File: src/rtl/mem_port_arbiter_pkg.sv
// Shared constants and encodings for the two-requester memory port arbiter.
package mem_port_arbiter_pkg;

    localparam int MEM_DEPTH = 32;
    localparam int ADDR_W    = 5;
    localparam int DATA_W    = 8;

    // Requester IDs; the ID doubles as the priority-pointer / owner value.
    localparam logic REQ_SEQ  = 1'b0;
    localparam logic REQ_HOST = 1'b1;

    typedef enum logic [1:0] {
        IDLE   = 2'b00,
        ACCESS = 2'b01,
        ACK    = 2'b10
    } state_e;

endpackage

File: src/rtl/mem_port_arbiter_if.sv
// Requester handshakes plus memory strobes, grouped as one bus.
interface mem_port_arbiter_if;
    import mem_port_arbiter_pkg::*;

    logic              Req0, Req1;
    logic              Wr0, Wr1;
    logic [ADDR_W-1:0] Addr0, Addr1;
    logic [DATA_W-1:0] WData0, WData1;
    logic              Gnt0, Gnt1;
    logic              Ack0, Ack1;
    logic [DATA_W-1:0] RData;
    logic              ReadEnable, WriteEnable;
    logic [ADDR_W-1:0] Address;
    logic [DATA_W-1:0] MemWData;
    logic [DATA_W-1:0] MemRData;
    logic              Busy;

    // Arbiter side
    modport slave (
        input  Req0, Req1, Wr0, Wr1, Addr0, Addr1, WData0, WData1, MemRData,
        output Gnt0, Gnt1, Ack0, Ack1, RData, ReadEnable, WriteEnable,
               Address, MemWData, Busy
    );

    // Requesters + memory side
    modport master (
        output Req0, Req1, Wr0, Wr1, Addr0, Addr1, WData0, WData1, MemRData,
        input  Gnt0, Gnt1, Ack0, Ack1, RData, ReadEnable, WriteEnable,
               Address, MemWData, Busy
    );

endinterface

File: src/rtl/mem_port_arbiter_rr_select2.sv
// Two-way round-robin pick: a lone request wins, a tie goes to the pointer.
module rr_select2 (
    input  logic req0,
    input  logic req1,
    input  logic ptr,
    output logic valid,
    output logic winner
);

    // Pure combinational selection
    always_comb begin
        valid  = req0 | req1;
        winner = (req0 & req1) ? ptr : req1;
    end

endmodule

File: src/rtl/mem_port_arbiter.sv
// Serialises two requesters onto a single-port memory with round-robin
// fairness; reads hold ReadEnable/Address for READ_LAT cycles.
module mem_port_arbiter
    import mem_port_arbiter_pkg::*;
#(
    parameter int READ_LAT = 2   // 1..7
) (
    input  logic                Clock,
    input  logic                Reset,
    mem_port_arbiter_if.slave   bus
);

    localparam logic [2:0] LAST_CNT = 3'(READ_LAT - 1);

    state_e            state_q, state_d;
    logic              owner_q, owner_d;
    logic              wr_q, wr_d;
    logic [ADDR_W-1:0] addr_q, addr_d;
    logic [DATA_W-1:0] wdata_q, wdata_d;
    logic [DATA_W-1:0] rdata_q, rdata_d;
    logic [2:0]        cnt_q, cnt_d;
    logic              ptr_q, ptr_d;

    logic sel_valid, sel_winner;

    rr_select2 u_sel (
        .req0   (bus.Req0),
        .req1   (bus.Req1),
        .ptr    (ptr_q),
        .valid  (sel_valid),
        .winner (sel_winner)
    );

    // Next-state: grant latch in IDLE, latency count in ACCESS, pointer flip in ACK
    always_comb begin
        state_d = state_q;
        owner_d = owner_q;
        wr_d    = wr_q;
        addr_d  = addr_q;
        wdata_d = wdata_q;
        rdata_d = rdata_q;
        cnt_d   = cnt_q;
        ptr_d   = ptr_q;
        case (state_q)
            IDLE: begin
                if (sel_valid) begin
                    owner_d = sel_winner;
                    wr_d    = sel_winner ? bus.Wr1   : bus.Wr0;
                    addr_d  = sel_winner ? bus.Addr1 : bus.Addr0;
                    // MemWData keeps the last write's data across reads
                    if (sel_winner ? bus.Wr1 : bus.Wr0)
                        wdata_d = sel_winner ? bus.WData1 : bus.WData0;
                    cnt_d   = 3'd0;
                    state_d = ACCESS;
                end
            end
            ACCESS: begin
                if (wr_q) begin
                    state_d = ACK;
                end else if (cnt_q == LAST_CNT) begin
                    rdata_d = bus.MemRData;
                    cnt_d   = 3'd0;
                    state_d = ACK;
                end else begin
                    cnt_d = cnt_q + 3'd1;
                end
            end
            ACK: begin
                ptr_d   = ~owner_q;
                state_d = IDLE;
            end
            default: state_d = IDLE;
        endcase
    end

    // State and datapath registers, synchronous reset abandons any transaction
    always_ff @(posedge Clock) begin
        if (Reset) begin
            state_q <= IDLE;
            owner_q <= REQ_SEQ;
            wr_q    <= 1'b0;
            addr_q  <= '0;
            wdata_q <= '0;
            rdata_q <= '0;
            cnt_q   <= 3'd0;
            ptr_q   <= REQ_SEQ;
        end else begin
            state_q <= state_d;
            owner_q <= owner_d;
            wr_q    <= wr_d;
            addr_q  <= addr_d;
            wdata_q <= wdata_d;
            rdata_q <= rdata_d;
            cnt_q   <= cnt_d;
            ptr_q   <= ptr_d;
        end
    end

    // Outputs decoded from registered state only
    always_comb begin
        bus.ReadEnable  = (state_q == ACCESS) && !wr_q;
        bus.WriteEnable = (state_q == ACCESS) &&  wr_q;
        bus.Address     = addr_q;
        bus.MemWData    = wdata_q;
        bus.RData       = rdata_q;
        bus.Busy        = (state_q != IDLE);
        bus.Gnt0        = (state_q != IDLE) && (owner_q == REQ_SEQ);
        bus.Gnt1        = (state_q != IDLE) && (owner_q == REQ_HOST);
        bus.Ack0        = (state_q == ACK)  && (owner_q == REQ_SEQ);
        bus.Ack1        = (state_q == ACK)  && (owner_q == REQ_HOST);
    end

endmodule
File: src/flat_wrapper.sv
// flat-port wrapper written by rule: the top's interface ports become plain ports
module mem_port_arbiter_flat import mem_port_arbiter_pkg::*;
#(
    parameter int READ_LAT = 2          
)
  (Clock, Reset, bus_Req0, bus_Req1, bus_Wr0, bus_Wr1, bus_Addr0, bus_Addr1, bus_WData0, bus_WData1, bus_MemRData, bus_Gnt0, bus_Gnt1, bus_Ack0, bus_Ack1, bus_RData, bus_ReadEnable, bus_WriteEnable, bus_Address, bus_MemWData, bus_Busy);
  mem_port_arbiter_if bus_i ();
  input  logic Clock;
  input  logic Reset;
  input wire logic [$bits(bus_i.Req0)-1:0] bus_Req0;
  input wire logic [$bits(bus_i.Req1)-1:0] bus_Req1;
  input wire logic [$bits(bus_i.Wr0)-1:0] bus_Wr0;
  input wire logic [$bits(bus_i.Wr1)-1:0] bus_Wr1;
  input wire logic [$bits(bus_i.Addr0)-1:0] bus_Addr0;
  input wire logic [$bits(bus_i.Addr1)-1:0] bus_Addr1;
  input wire logic [$bits(bus_i.WData0)-1:0] bus_WData0;
  input wire logic [$bits(bus_i.WData1)-1:0] bus_WData1;
  input wire logic [$bits(bus_i.MemRData)-1:0] bus_MemRData;
  output wire logic [$bits(bus_i.Gnt0)-1:0] bus_Gnt0;
  output wire logic [$bits(bus_i.Gnt1)-1:0] bus_Gnt1;
  output wire logic [$bits(bus_i.Ack0)-1:0] bus_Ack0;
  output wire logic [$bits(bus_i.Ack1)-1:0] bus_Ack1;
  output wire logic [$bits(bus_i.RData)-1:0] bus_RData;
  output wire logic [$bits(bus_i.ReadEnable)-1:0] bus_ReadEnable;
  output wire logic [$bits(bus_i.WriteEnable)-1:0] bus_WriteEnable;
  output wire logic [$bits(bus_i.Address)-1:0] bus_Address;
  output wire logic [$bits(bus_i.MemWData)-1:0] bus_MemWData;
  output wire logic [$bits(bus_i.Busy)-1:0] bus_Busy;
  assign bus_i.Req0 = bus_Req0;
  assign bus_i.Req1 = bus_Req1;
  assign bus_i.Wr0 = bus_Wr0;
  assign bus_i.Wr1 = bus_Wr1;
  assign bus_i.Addr0 = bus_Addr0;
  assign bus_i.Addr1 = bus_Addr1;
  assign bus_i.WData0 = bus_WData0;
  assign bus_i.WData1 = bus_WData1;
  assign bus_i.MemRData = bus_MemRData;
  assign bus_Gnt0 = bus_i.Gnt0;
  assign bus_Gnt1 = bus_i.Gnt1;
  assign bus_Ack0 = bus_i.Ack0;
  assign bus_Ack1 = bus_i.Ack1;
  assign bus_RData = bus_i.RData;
  assign bus_ReadEnable = bus_i.ReadEnable;
  assign bus_WriteEnable = bus_i.WriteEnable;
  assign bus_Address = bus_i.Address;
  assign bus_MemWData = bus_i.MemWData;
  assign bus_Busy = bus_i.Busy;
  mem_port_arbiter #(.READ_LAT(READ_LAT)) u_core (.Clock(Clock), .Reset(Reset), .bus(bus_i));
endmodule
File: config.mk
export PLATFORM = sky130hd
export DESIGN_NAME = mem_port_arbiter_flat
export DESIGN_NICKNAME = d
export VERILOG_FILES = /design/src/rtl/mem_port_arbiter_pkg.sv /design/src/rtl/mem_port_arbiter_if.sv /design/src/rtl/mem_port_arbiter_rr_select2.sv /design/src/rtl/mem_port_arbiter.sv /design/src/flat_wrapper.sv
export SDC_FILE = /design/constraint.sdc
export NUM_CORES = 1
export LEC_CHECK = 0
export BUFFER_PORTS_ARGS = -buffer_cell sky130_fd_sc_hd__buf_4
export CORE_MARGIN = 4
export CORE_UTILIZATION = 44
export DETAILED_ROUTE_END_ITERATION = 8
export PLACE_DENSITY_LB_ADDON = 0.25
export SLEW_MARGIN = 10
export SYNTH_ARGS = -nofsm -noshare
export SYNTH_HDL_FRONTEND = slang
export SYNTH_SLANG_ARGS = --single-unit
File: constraint.sdc
create_clock -name Clock -period 1.93 [get_ports Clock]
set_input_delay 0.386 -clock Clock [delete_from_list [all_inputs] [get_ports Clock]]
set_output_delay 0.386 -clock Clock [all_outputs]
set_load 0.02 [all_outputs]
# Word-level counts from Yosys, hierarchy flattened
# Cells that the tools add are included.
# op_classes
add_sub_neg	1
multipliers	0
div_mod_pow	0
magnitude_cmp	0
eq_ne	6
n_shift	0
n_mux	12
n_bitwise	4
n_reduce_logical	15
# ops
op	n
two-way mux 3 bit	3
AND reduction 3 bit	3
two-way mux 8 bit	1
logical AND 1 bit	6
two-way mux 2 bit	3
case mux 3 bit (2 select lines)	1
two-way mux 5 bit	1
case mux 2 bit (2 select lines)	1
AND reduction 2 bit	2
nonzero test 2 bit	2
adder 3 x 1 -> 3 bit (second input constant)	1
equality test 3 x 1 -> 1 bit (second input constant)	1
inequality test 3 x 1 -> 1 bit (second input constant)	1
equality test 2 x 1 -> 1 bit (second input constant)	1
equality test 2 bit (second input constant)	1
logical NOT 2 bit	1
two-way mux 1 bit	2
inequality test 2 x 1 -> 1 bit (second input constant)	1
inequality test 2 bit (second input constant)	1
NOT 1 bit	2
bitwise AND 1 bit	1
logical NOT 1 bit	1
bitwise OR 1 bit	1
# totals
register_bits	29
latch_bits	0
mem_bits_rw	0
mem_bits_ro	0
input_bits	40
output_inout_bits	28
wordCells	46
mem_count	0

# Longest topological paths before layout
# Gate-level depths: netlist of run 1.
# logic_depth
ltp_word	4
mapped_depth	6
ltp_nobuf	5

# Cells and area by module
# A second synthesis of run 1 with hierarchy kept.
# unflattened
cells_unflattened	150
hier_area_um2	1338.8
# by_module_without_submodules
mod	n_inst	cells_per_inst	area_each_um2
mem_port_arbiter	1	147	1321.3
rr_select2	1	3	17.5

# Worst setup path after synthesis of run 1
# No wires, ideal clock.
# synth_timing
kind	reg2out
start	reg u_core.state_q[0]
end	out bus_ReadEnable
t_arrival_ns	1.092
path_slack_ns	0.452
path_stages_with_launch	4
cell_sequence	dfxtp_1 > or3b_2 > inv_2 > buf_6
# synth_between
elab_chain_cells	2
# synth_rtl
element	line	source
from (decl)	mem_port_arbiter.sv:15	state_e state_q, state_d;
from (signal assigned)	mem_port_arbiter.sv:88	state_q <= state_d;
equality test 2 x 1 -> 1 bit	mem_port_arbiter.sv:101	bus.ReadEnable = (state_q == ACCESS) && !wr_q;
logical AND 1 bit	mem_port_arbiter.sv:101	
to (decl)	flat_wrapper.sv:24	output wire logic [$bits(bus_i.ReadEnable)-1:0] bus_ReadEnable;
# No other way between the ends.

# Final worst setup path of run 1
# layout_timing
start	reg u_core.state_q[1]
end	out bus_ReadEnable
# The elaborated chain is that of the path after synthesis.

==> results of run 1 <==
[cell usage after synthesis, types with 2 or more instances]
master,count
o2bb2ai_1,5
nand2_1,10
nand2b_1,3
o21ai_0,11
a311oi_1,8
nand3_1,17
nor2_1,14
and2_1,2
nor3b_1,3
clkbuf_1,4
buf_2,3
inv_1,2
nor2b_1,2
inv_2,2
mux2i_1,5
dfxtp_1,29
a21oi_1,12
[cell type report]
cell class                 count  area [µm²]  area share
multi-input combinational    107         664       0.349
sequential                    29         582       0.305
timing repair buffer          71         533       0.280
clock buffer                   7        65.1      0.0341
tap                           31        38.8      0.0204
inverter                       4        17.5     0.00919
clock inverter                 1        5.00     0.00263
[power by group]
part	internal (mW)	switching, mW	leakage [nW]
logic	0.247	0.318	0.574
clock network	0.211	0.206	0.0413
registers	0.664	0.0489	0.237
total	1.12	0.573	0.852
[worst max path at each step]
stage	slack (ns)	endpoint	cells past startpoint	start
after floorplan	0.45	bus_ReadEnable	3	u_core.state_q[0]
after CTS	0.05	bus_ReadEnable	3	u_core.state_q[0]
after detailed placement	0.24	bus_ReadEnable	3	u_core.state_q[0]
after global placement	0.29	bus_ReadEnable	3	u_core.state_q[0]
final	0.08	bus_ReadEnable	3	u_core.state_q[1]
after global routing	0.02	bus_ReadEnable	3	u_core.state_q[1]
[per-layer routing]
layer  GRT usage  wire length, µm
met5           0                0
met4      0.0902               74
met1       0.224             1480
met3      0.0685              345
met2       0.307             1750
[stage by stage]
| step | setup WS [ns] | power, mW | instances | hold slack [ns] |
|---|---|---|---|---|
| final | 0.0770 | 1.69 | 250 | 0.318 |
| after global routing | 0.0196 | 1.79 | 250 | 0.305 |
| after CTS | 0.0543 | 1.70 | 250 | 0.313 |
| after detailed placement | 0.240 | 1.28 | 242 | 0.452 |
| after global placement | 0.289 | 1.26 | 242 | 0.443 |
| after floorplan | 0.452 | 1.04 | 148 | 0.487 |
[worst min-delay path, cell delays in order]
cell and delay (ns):
buf_4 0.11, nand3_1 0.05, a21oi_1 0.05
[state kept, by name, indices dropped and copies added (netlist names)]
name,count
u_core.bus.Address,5
u_core.cnt_q,3
u_core.wr_q,1
u_core.state_q,2
u_core.bus.MemWData,8
u_core.ptr_q,1
u_core.bus.RData,8
u_core.owner_q,1
[kinds of logic (layout without fill, tap and decap cells)]
kind of cell    after synthesis  after routing
mux                           5              5
xor+xnor                      1              1
compound gates               42             42
simple gates                 59             59
buf+inv                      12             83
flops                        29             29
==> impl_metrics.tcl, run 1 <==
set metrics [dict create \
    outcome "finished, final reports clean" \
    synth.largest_area_cell "dfxtp_1" \
    fin_util 0.685 \
    drt-initial-drc-count 80 \
    cts.sink_count 29 \
    yosys.area_share.adder 0 \
    grt_usage 0.191 \
    reg2regPathDepth 5 \
    hp-class "in -> reg" \
    r2r_slack_ns 0.35 \
    criticalPathCategory "reg -> out" \
    synth_top_area_share 0.447 \
    worst_setup_path_start_kind "flip-flop" \
    synth_top_family_by_area "simple AND/OR/NAND/NOR gates" \
    hold_viol 0 \
    clkTransAtPathRegs_ns 0.09 \
    worst_slew_pin_slew_ns 0.728 \
    syn_area_um2 1300 \
    layout_commonest_cell "buf_4" \
    critical_path_arrival_ns 1.47 \
    hpwl_um 2760 \
    end_kind "output pin" \
    dr.pass1.iters 4 \
    cts_setup_buffers 0 \
    clockBufferDepth 2 \
    cp_num_buf_inv 2 \
    setup_violations 0 \
    rsz0062_at_grt "no" \
    yosys.area_share.simple 0.233 \
    synthCells 148 \
    cts_htree_levels 2 \
    synth-async-reset-ratio 0 \
    cpPeakStageDelay_ns 0.46 \
    maxCapViolations 0 \
    rows 19 \
    required_ns 1.54 \
    synth-seq-cells 29 \
    drive_above_1_share 0.406 \
    synth_cell_type_count 33 \
    wl_um 3650 \
    grt-ovfl-total 0 \
    critPathTopFamily "simple AND/OR/NAND/NOR gates" \
    hold-path-cell-count 3 \
    post_cts_resized 2 \
    max-slew-margin-rel 0.509 \
    ant_nets 0 \
    vias_per_cell 5.53 \
    clock.fmax_ghz 0.540 \
    numCtsBuffers 5 \
    ys_seq_area_frac 0.447 \
    nets 258 \
    ir_worst_vdd_v 0.000701 \
    cpMaxStageDelayCell "or3b_4" \
    holdPathEnd "u_core.bus.RData[7]" \
    io_buffers 67 \
    die-area_um2 3890 \
    hold_buffers 0 \
    synth.mux.area_fraction 0.0385 \
    synth-compound-area-share 0.231 \
    skew_ns 0.00616 \
    power_per_cell_area_nw_per_um2 889 \
    clk_latency_ns 0.32 \
    synth_fp_nets 188 \
    syn_avg_cell_area_um2 8.78 \
    p_leak_nw 0.852 \
    vias 1382 \
    worst-path-max-fanout 12 \
    period_needed_ns 1.85 \
    diodes 0 \
    core_area_um2 2780 \
    mostFrequentLayoutCells "buf_4, dfxtp_1, nand3_1" \
    antenna_found_initial 0 \
    die_w_um 62.3 \
    synth-main-ff-cell "dfxtp_1" \
    area_growth_pct 46.7 \
    wl_per_cell_um 14.6 \
    fin_area_um2 1910 \
    die_h_um 62.3 \
    hp-start "bus_MemRData[7]" \
    worstPathCellList "or3b_4 -> inv_4 -> buf_4" \
    fin_crit_sh 0.960 \
    grt_pass1_wl_um 6100 \
    pin_count 68 \
    start_util 0.467 \
    ys_top_cells_by_area "dfxtp_1, nand3_1, a311oi_1, a21oi_1, o21ai_0" \
    cts_tree "built" \
    grt_max_degree 24 \
    r2r-start "u_core.state_q[1]" \
    timing.rr.end "u_core.bus.MemWData[4]" \
    placed_area_um2 1830 \
    synthXorXnorAreaFrac 0.00674 \
    gp_congestion 0.839 \
    ys_warn_count 0 \
    synth-edff-count 0 \
    cts_root_buffer "clkbuf_4" \
    grt_pass1_vias 1371 \
    final_max_slew_viol_count 0 \
    drcViolationCount 0 \
    fill_cells 239 \
    fin_setup_tns_ns 0 \
]
Note: power is estimated with default switching activity, not from simulation.
==> run 2, diff against run 1 <==
--- a/config.mk
+++ b/config.mk
@@ -10,6 +10,7 @@
 export CORE_UTILIZATION = 44
 export DETAILED_ROUTE_END_ITERATION = 8
 export PLACE_DENSITY_LB_ADDON = 0.25
+export SETUP_SLACK_MARGIN = 0.5
 export SLEW_MARGIN = 10
 export SYNTH_ARGS = -nofsm -noshare
 export SYNTH_HDL_FRONTEND = slang
==> impl_metrics.tcl, run 2 (same netlist as run 1, synthesis figures left out) <==
set metrics [dict create \
    outcome "finished, final reports clean" \
    layout_commonest_cell "buf_4" \
    grt_pass1_wl_um 6060 \
    nets 270 \
    fin_crit_sh 0.877 \
    mostFrequentLayoutCells "buf_4, dfxtp_1, nand3_1" \
    netSwitchingPower_mw 0.668 \
    wl_per_cell_um 16.4 \
    place_inst 242 \
    fill_cells 193 \
    cts_htree_levels 2 \
    p_leak_nw 0.932 \
    gp_congestion 0.846 \
    io_buffers 67 \
    grt_max_degree 24 \
    period_needed_ns 1.69 \
    cts_tree "built" \
    wl_um 4290 \
    drt-initial-drc-count 102 \
    clock.fmax_ghz 0.591 \
    fin_util 0.762 \
    r2r_slack_ns 0.36 \
    numCtsBuffers 5 \
    start_util 0.467 \
    skew_ns 0.00832 \
    required_ns 1.54 \
    fin_setup_tns_ns 0 \
    hold-path-cell-count 3 \
    core_area_um2 2780 \
    r2r-start "u_core.state_q[1]" \
    critical_path_arrival_ns 1.31 \
    multi_input_area_um2 734 \
    drive_above_1_share 0.481 \
    hp-start "bus_MemRData[4]" \
    ff_latch_area_um2 589 \
    vias 1485 \
    diodes 0 \
    post_layout_nonfiller_instances 262 \
    holdPathEnd "u_core.bus.RData[4]" \
    setup_violations 0 \
    clkTransAtPathRegs_ns 0.10 \
    vias_per_cell 5.67 \
    maxCapViolations 0 \
    clockBufferDepth 2 \
    worst_slew_pin_slew_ns 0.571 \
    power.share.clock 0.226 \
    rows 19 \
    hpwl_um 2740 \
    worst-path-max-fanout 8 \
    clk_latency_ns 0.33 \
    cts.sink_count 29 \
    die-area_um2 3890 \
    grt_pass1_vias 1355 \
    dr.pass1.iters 7 \
    p_seq_frac 0.375 \
    antenna_found_initial 0 \
    cts_root_buffer "clkbuf_4" \
    p_sw_frac 0.348 \
    criticalPathCategory "reg -> out" \
    combPwrFrac 0.399 \
    worst_setup_path_start_kind "flip-flop" \
    grt-ovfl-total 0 \
    hp-class "in -> reg" \
    ant_nets 0 \
    hold_buffers 0 \
    die_h_um 62.3 \
    hold_viol 0 \
    power_per_cell_area_nw_per_um2 904 \
    ir_worst_vdd_v 0.000680 \
    p_int_mw 1.25 \
    pin_count 68 \
    timing.rr.end "u_core.cnt_q[2]" \
    reg2regPathDepth 7 \
    area_growth_pct 63.2 \
    final_max_slew_viol_count 0 \
    max-slew-margin-rel 0.617 \
    end_kind "output pin" \
    die_w_um 62.3 \
    pre_cts_slack_ns 0.274 \
    fin_ws_ns 0.238 \
    rsz0062_at_grt "yes" \
    drcViolationCount 0 \
    grt_usage 0.191 \
]
[run 2: changes by cell type in the layout (fill, tap and decap cells not counted), sizes merged]
cell    delta
clkinv     +1
clkbuf     +1
inv        -1
o32ai      +1
buf       +10
[run 2: power groups by stage]
stage	Combinational (mW)	Clock, mW	Sequential (mW)
global route	0.807	0.467	0.728
floorplan	0.276	0	0.772
detailed placement	0.560	0	0.721
finish	0.764	0.433	0.719
CTS	0.607	0.430	0.713
global placement	0.542	0	0.718
[run 2: how the worst max path moves through the flow]
stage / end / start
6_report: bus_ReadEnable / u_core.state_q[1]
5_1_grt: bus_ReadEnable / u_core.state_q[1]
4_1_cts: bus_ReadEnable / u_core.wr_q
3_5_place_dp: u_core.bus.MemWData[5] / bus_Wr0
3_3_place_gp: u_core.bus.MemWData[7] / bus_Wr0
2_1_floorplan: bus_ReadEnable / u_core.state_q[0]
[run 2: what timing repair did]
item / 4_1_cts / 5_1_grt
cloned: 0 / 2
setup buffers: 4 / 6
gates resized for setup: 11 / 17
pin swaps: 3 / 6
endpoints found under the setup margin: 18 / 32
[run 2: final cells by class]
| cell class | count | share of cell area |
|---|---|---|
| Multi-Input combinational cell | 108 | 0.347 |
| Timing Repair Buffer | 82 | 0.313 |
| Inverter | 4 | 0.0106 |
| Clock buffer | 7 | 0.0307 |
| Sequential cell | 29 | 0.278 |
| Clock inverter | 1 | 0.00236 |
| Tap cell | 31 | 0.0183 |
[run 2: critical path, cell delays in order (launching register included)]
cell and delay [ns]:
dfxtp_4 0.39, or3b_4 0.41, clkinv_4 0.06, buf_6 0.10
[run 2: through the flow]
stage	total power [mW]	hold slack, ns	cell area [µm²]
after CTS	1.75	0.307	1960
after floorplan	1.05	0.491	1300
after global placement	1.26	0.444	1830
final	1.92	0.304	2120
after global routing	2.00	0.298	2120
after detailed placement	1.28	0.448	1830
[run 2: metal layers]
metal  global-route usage  share of wire  vias to the layer above  routed length (µm)
met4               0.0796          0.036                        0                 155
met2                0.312           0.49                       78                2100
met1                0.224           0.39                      685                1680
li1                     -              -                      706                   -
met5                    0              0                        -                   0
met3               0.0703          0.081                       16                 348
